`src/rtl/jtexterm_romrq.sv`:
```
// Main-CPU ROM fetch handshake: registers SDRAM requests, drops the stale rom_ok after an
// address change, keeps a one-entry hit cache and freezes the CPU enable while a fetch is outstanding.
module jtexterm_romrq #(
  parameter int AW   = 17,
  parameter int DW   = 8,
  parameter int TOUT = 255
) (
  input  logic          clk,
  input  logic          rstn,
  input  logic          cen,
  input  logic          cpu_cs,
  input  logic [AW-1:0] cpu_addr,
  output logic          cpu_cen,
  output logic [DW-1:0] cpu_data,
  output logic          stall,
  output logic          rom_cs,
  output logic [AW-1:0] rom_addr,
  input  logic          rom_ok,
  input  logic [DW-1:0] rom_data,
  output logic          tout_err
);

  localparam logic [7:0] TOUT_C = 8'(TOUT);

  typedef enum logic [1:0] {IDLE, ARM, WAIT} state_t;

  state_t        state_q, state_d;
  logic          rom_cs_q, rom_cs_d;
  logic [AW-1:0] rom_addr_q, rom_addr_d;
  logic          stall_q, stall_d;
  logic [DW-1:0] cpu_data_q, cpu_data_d;
  logic          cache_v_q, cache_v_d;
  logic [AW-1:0] cache_a_q, cache_a_d;
  logic [DW-1:0] cache_d_q, cache_d_d;
  logic [7:0]    cnt_q, cnt_d;
  logic          terr_q, terr_d;

  logic hit, miss;

  assign hit  = cpu_cs & cache_v_q & (cpu_addr == cache_a_q);
  assign miss = (state_q == IDLE) & cpu_cs & ~hit;

  always_comb begin
    state_d    = state_q;
    rom_cs_d   = rom_cs_q;
    rom_addr_d = rom_addr_q;
    stall_d    = stall_q;
    cpu_data_d = cpu_data_q;
    cache_v_d  = cache_v_q;
    cache_a_d  = cache_a_q;
    cache_d_d  = cache_d_q;
    cnt_d      = cnt_q;
    terr_d     = terr_q;
    case (state_q)
      IDLE: begin
        if (miss) begin
          // Drop the old entry now so a timed-out fetch can never leave a stale hit behind
          state_d    = ARM;
          rom_cs_d   = 1'b1;
          rom_addr_d = cpu_addr;
          stall_d    = 1'b1;
          cnt_d      = 8'd0;
          cache_v_d  = 1'b0;
        end
      end
      ARM: begin
        state_d = WAIT;
      end
      WAIT: begin
        if (rom_ok) begin
          cpu_data_d = rom_data;
          cache_v_d  = 1'b1;
          cache_a_d  = rom_addr_q;
          cache_d_d  = rom_data;
          rom_cs_d   = 1'b0;
          stall_d    = 1'b0;
          state_d    = IDLE;
        end else if (cnt_q >= TOUT_C) begin
          cpu_data_d = {DW{1'b1}};
          terr_d     = 1'b1;
          rom_cs_d   = 1'b0;
          stall_d    = 1'b0;
          state_d    = IDLE;
        end else if (cnt_q != 8'hFF) begin
          cnt_d = cnt_q + 8'd1;
        end
      end
      default: begin
        state_d  = IDLE;
        rom_cs_d = 1'b0;
        stall_d  = 1'b0;
      end
    endcase
  end

  always_ff @(posedge clk) begin
    if (!rstn) begin
      state_q    <= IDLE;
      rom_cs_q   <= 1'b0;
      rom_addr_q <= '0;
      stall_q    <= 1'b0;
      cpu_data_q <= {DW{1'b1}};
      cache_v_q  <= 1'b0;
      cache_a_q  <= '0;
      cache_d_q  <= '0;
      cnt_q      <= 8'd0;
      terr_q     <= 1'b0;
    end else begin
      state_q    <= state_d;
      rom_cs_q   <= rom_cs_d;
      rom_addr_q <= rom_addr_d;
      stall_q    <= stall_d;
      cpu_data_q <= cpu_data_d;
      cache_v_q  <= cache_v_d;
      cache_a_q  <= cache_a_d;
      cache_d_q  <= cache_d_d;
      cnt_q      <= cnt_d;
      terr_q     <= terr_d;
    end
  end

  // A miss freezes the CPU in the very cycle it is seen, ahead of the registered stall
  assign stall    = stall_q | miss;
  assign cpu_cen  = cen & ~stall;
  assign cpu_data = cpu_data_q;
  assign rom_cs   = rom_cs_q;
  assign rom_addr = rom_addr_q;
  assign tout_err = terr_q;

endmodule

```
`config.mk`:
```
export PLATFORM = sky130hd
export DESIGN_NAME = jtexterm_romrq
export DESIGN_NICKNAME = d
export VERILOG_FILES = /design/src/rtl/jtexterm_romrq.sv
export SDC_FILE = /design/constraint.sdc
export NUM_CORES = 1
export LEC_CHECK = 0
export CAP_MARGIN = 10
export CORE_MARGIN = 2
export CORE_UTILIZATION = 35
export CTS_BUF_LIST = sky130_fd_sc_hd__clkbuf_8
export DETAILED_ROUTE_END_ITERATION = 8
export PLACE_DENSITY = 0.71
export SLEW_MARGIN = 25
export SYNTH_ARGS = -nofsm -noshare
export SYNTH_HDL_FRONTEND = slang
export SYNTH_SLANG_ARGS = --single-unit
```
`constraint.sdc`:
```
create_clock -name clk -period 2.2 [get_ports clk]
set_clock_uncertainty 0.1 [all_clocks]
set_input_delay 0.22 -clock clk [delete_from_list [all_inputs] [get_ports clk]]
set_output_delay 0.22 -clock clk [all_outputs]
set_load 0.005 [all_outputs]
```
### Word-level counts from Yosys, hierarchy flattened

Cells that the tools add are included.

| word-level totals | value |
|---|---|
| bits in registers | 55 |
| input bits | 30 |
| output and inout bits | 29 |
| word-level logic and storage cells | 59 |

| operators by class | value |
|---|---|
| bitwise operators | 10 |
| equality and inequality tests | 10 |
| reduce and logical (&&, ||, !) cells | 11 |
| add/sub/neg operators | 1 |
| mux-type cells | 18 |
| order comparisons | 1 |

Operators with widths:

| kind | number |
|---|---|
| 8-bit two-way mux | 6 |
| 17-bit equality test | 1 |
| 8-bit case mux with 2 select lines | 1 |
| 2-bit != test, second input constant | 5 |
| 3-bit AND reduction | 3 |
| 8-bit by 1-bit adder with 8-bit output, second input constant | 1 |
| 8-bit >= comparator, second input constant | 1 |
| 8-bit != test, second input constant | 1 |
| 2-bit AND reduction | 4 |
| 2-bit two-way mux | 3 |
| 2-bit case mux with 3 select lines | 1 |
| 1-bit AND | 5 |
| 1-bit two-way mux | 5 |
| 5-bit AND reduction | 1 |
| 1-bit NOT | 4 |
| 2-bit nonzero test | 2 |
| 3-bit != test, second input constant | 1 |
| 1-bit case mux with 3 select lines | 1 |
| 2-bit by 1-bit equality test with 1-bit output, second input constant | 1 |
| 2-bit equality test, second input constant | 1 |
| 2-bit logical NOT | 1 |
| 1-bit case mux with 2 select lines | 1 |
| 1-bit bitwise OR | 1 |

### Depth between registers and ports, before layout

| depth | value |
|---|---|
| depth in word-level cells | 7 |
| depth in mapped cells | 7 |

### Least setup slack after synthesis

No wires, ideal clock.

| timing | value |
|---|---|
| path type | reg-to-output |
| start | register cache_a_q[4] |
| end | output port cpu_cen |
| arrival time | 1388 ps |
| path slack | 492 ps |
| stages on the path, launching flop included | 7 |
| data required time | 1880 ps |
| buffers on the path | 1 |
| cell sequence | dfxtp_1 xnor2_1 nand4_1 nor3_2 a21oi_2 buf_6 nor3b_2 |

| between the ends | value |
|---|---|
| cells in the longest elaborated chain, start to end | 7 |

Ends and longest elaborated chain:

| what | RTL line | text |
|---|---|---|
| start: declaration | 33 | `logic [AW-1:0] cache_a_q, cache_a_d;` |
| start signal: assignment | 115 | `cache_a_q <= cache_a_d;` |
| 17-bit equality test | 40 | `assign hit = cpu_cs & cache_v_q & (cpu_addr == cache_a_q);` |
| 1-bit AND | 40 |  |
| 1-bit NOT | 41 | `assign miss = (state_q == IDLE) & cpu_cs & ~hit;` |
| 1-bit AND | 41 |  |
| 1-bit bitwise OR | 123 | `assign stall = stall_q \| miss;` |
| 1-bit NOT | 124 | `assign cpu_cen = cen & ~stall;` |
| 1-bit AND | 124 |  |
| end: declaration | 13 | `output logic cpu_cen,` |

Every way passes these cells.

### Final worst setup path

| timing | value |
|---|---|
| start | input port cpu_addr[11] |
| end | output port stall |

| between the ends | value |
|---|---|
| cells in the longest elaborated chain, start to end | 5 |

Ends and longest elaborated chain:

| what | RTL line | text |
|---|---|---|
| start: declaration | 12 | `input logic [AW-1:0] cpu_addr,` |
| 17-bit equality test | 40 |  |
| 1-bit AND | 40 |  |
| 1-bit NOT | 41 |  |
| 1-bit AND | 41 |  |
| 1-bit bitwise OR | 123 |  |
| end: declaration | 15 | `output logic stall,` |

Every way passes these cells.

==> impl_metrics.tcl <==
set metrics [dict create \
    ys_types 41 \
    path_class "in -> out" \
    max_freq_mhz 466.9 \
    r2r_cells 7 \
    muxShareOfSynthArea_pct 7.973 \
    h-tree-depth 2 \
    die_x_um 86.83 \
    max-vdd-ir-drop_mv 0.3084 \
    synth_top_area_share_pct 45.86 \
    clk_path_buf_depth 2 \
    path_clk_slew_ns 0.09 \
    drt-initial-drc-count 88 \
    diodes 0 \
    yosys_warnings 0 \
    routedWlPerCell_um 12.54 \
    synthSimpleGateAreaFrac_pct 23.71 \
    ctsHoldBuffers 0 \
    period_needed_ns 2.142 \
    ys_top_cells_by_area "dfxtp_1, nand2_1, mux2i_1" \
    grt_max_degree 27 \
    final_layout_size_suffix_gt1_share_pct 10.43 \
    cp.buffers_inverters 2 \
    drv_slew 0 \
    path_cells "clkdlybuf4s50_1 -> xor2_1 -> nor4_1 -> and3_1 -> a21oi_2 -> or2_1 -> dlygate4sd2_1" \
    setup.worst_path.start_class "primary input" \
    io_pins 59 \
    firstDrtPassIters 4 \
    finalHoldViolations 0 \
    worst_pin_slew_ns 0.3640 \
    syn_inst 281 \
    io_buffers 58 \
    syn-num-nets 312 \
    place_inst 415 \
    via_count 2084 \
    cap_viol_max_count 0 \
    drt_drc_violations_left 0 \
    ys_ff_latch 55 \
    status "finished, final reports clean" \
    synth_compound_gate_area_share_pct 11.72 \
    clockRootBuffer "clkbuf_8" \
    wl_mm 5.330 \
    fin_nets 375 \
    place_congestion 0.7640 \
    yosysSeqAreaShare_pct 45.86 \
    core_um2 6719 \
    final_cells 425 \
    netlist_area_um2 2401 \
    power_uw 1907 \
    wl_met3_um 239 \
    dpl_worst_slack_ns -0.2190 \
    die_h_um 86.83 \
    end_kind "output port" \
    vias_per_cell 4.904 \
    critPathRequiredTime_ns 1.88 \
    syn_avg_cell_area_um2 8.545 \
    regArea_um2 1104 \
    synthAdderAreaFrac_pct 0.5211 \
    critPathTopFamily "buffers and inverters" \
    max_stage_delay_ns 0.45 \
    synthXorXnorAreaFrac_pct 6.566 \
    dp_hpwl_mm 3.812 \
    leakagePower_uw 0.001185 \
    slew_headroom_pct 75.73 \
    synth_top_family_by_area "simple AND/OR/NAND/NOR gates" \
    wl_met2_mm 2.575 \
    worst-path-stages 7 \
    grt_pass1_wl_mm 9.039 \
    num-fill-cells 652 \
    wl_met1_mm 2.453 \
    cts_buffers 5 \
    holdPathStages 2 \
    initial_core_util_pct 35.74 \
    worstPathArrival_ns 1.82 \
    setup_slack_ns 0.05825 \
    cts.sinks 55 \
    clk_latency_ns 0.31 \
    powerDensity_nw_per_um2 597.5 \
    routed.top_layer "met4" \
    critical_path.max_fanout 2 \
    area_growth_pct 32.93 \
    gr-total-overflow 0 \
    synth_top_area_cell "dfxtp_1" \
    antenna_left 0 \
    rows 30 \
    rsz0062_at_grt "no" \
    grt_pass1_vias 1991 \
    finalCritPeriodShare_pct 97.35 \
    final-setup-viol-count 0 \
    track_usage_pct 14.97 \
    multi_input_area_um2 1227 \
    worst_path_max_delay_cell "clkdlybuf4s50_1" \
    tritoncts "done" \
    hold_path.class "in -> reg" \
    dieArea_um2 7539 \
    antenna_found_initial 0 \
]
==> routing by layer <==
layer / vias to the layer above / global-route usage [%]
met1: 953 / 19.13
met5: - / 0
met2: 48 / 25.40
met4: 0 / 4.261
li1: 1077 / -
met3: 6 / 3.143
==> synth_stat cells, drive strengths merged <==
cell     n
nor4     1
nand2   85
o211ai   2
nor3     4
dfxtp   55
nor2     8
or3b     1
xnor2   13
nand2b   1
o22ai    9
a21oi   19
or2      1
ha       1
a31oi    7
a21boi   1
nor2b    2
o21a     2
clkinv   1
clkbuf   9
mux2     1
o21ai    1
buf      7
o21bai   2
xor2     5
nand4    8
mux2i   18
or4      1
a211oi   1
or3      2
and3     3
and2     3
nor3b    1
nand3    6
==> sequential cells by signal, summed over array words and instances (netlist names) <==
signal     cells
rom_addr      17
cpu_data       8
cache_v_q      1
tout_err       1
cache_a_q     17
cnt_q          8
stall_q        1
state_q        2
==> cell type report <==
type                    instances  area share (%)
clock buffers                   5           2.156
multi-input cells             209           38.46
inverters                       1          0.1176
clock inverters                 3          0.5880
repair buffers                 72           20.97
well taps                      80           3.136
flip-flops and latches         55           34.57
==> worst paths after layout <==
| check | from | endpoint | slack, ns |
|---|---|---|---|
| setup / recovery | cpu_addr[11] | stall | 0.06 |
| hold / removal | rstn | cpu_data[2]$_SDFFE_PN1P_ | 0.11 |
| setup reg to reg | cache_a_q[11]$_SDFFE_PN0P_ | rom_addr[0]$_SDFFE_PN0P_ | 0.25 |
| hold reg to reg | cache_a_q[9]$_SDFFE_PN0P_ | cache_a_q[9]$_SDFFE_PN0P_ | 0.37 |
==> report_power, final <==
part	internal (uW)	switching, uW	total (uW)
sequential	1030	29.0	1060
combinational	165	127	292
clock	225	329	554
==> through the flow <==
stage | setup TNS, ns | util [%] | area [um2] | hold slack (ns)
finish | 0 | 47.50 | 3192 | 0.1133
global route | 0 | 47.50 | 3192 | 0.1233
CTS | 0 | 47.24 | 3174 | 0.1060
detailed placement | -1.176 | 45.88 | 3083 | 0.3588
global placement | -0.5815 | 45.88 | 3083 | 0.3524
floorplan | 0 | - | 2401 | 0.2621
==> what timing repair did <==
action | in CTS | in global routing
pin swaps | 7 | 5
resized for setup | 12 | 6
cloned | 0 | 0
setup endpoints to repair | 2 | 2
hold endpoints to repair | 0 | 0
setup buffers | 1 | 1
==> layout by cell type, fill, tap and decap left out, types with 3 or more instances in the layout <==
cell	count
a21oi_1	18
a31oi_1	6
and3_1	3
buf_4	14
clkbuf_8	5
clkdlybuf4s50_1	45
dfxtp_1	53
dlygate4sd2_1	9
mux2i_1	18
nand2_1	85
nand3_1	6
nand4_1	8
nor2_1	8
nor3_1	3
o22ai_1	9
xnor2_1	11
xor2_1	5
==> logic make-up after synthesis <==
kind of cell	after synthesis
flops	55
mux	19
simple gates	127
buf+inv	17
xor+xnor	18
compound gates	44
fa+ha+maj	1
No activity file was read; power rests on OpenSTA's default activity.
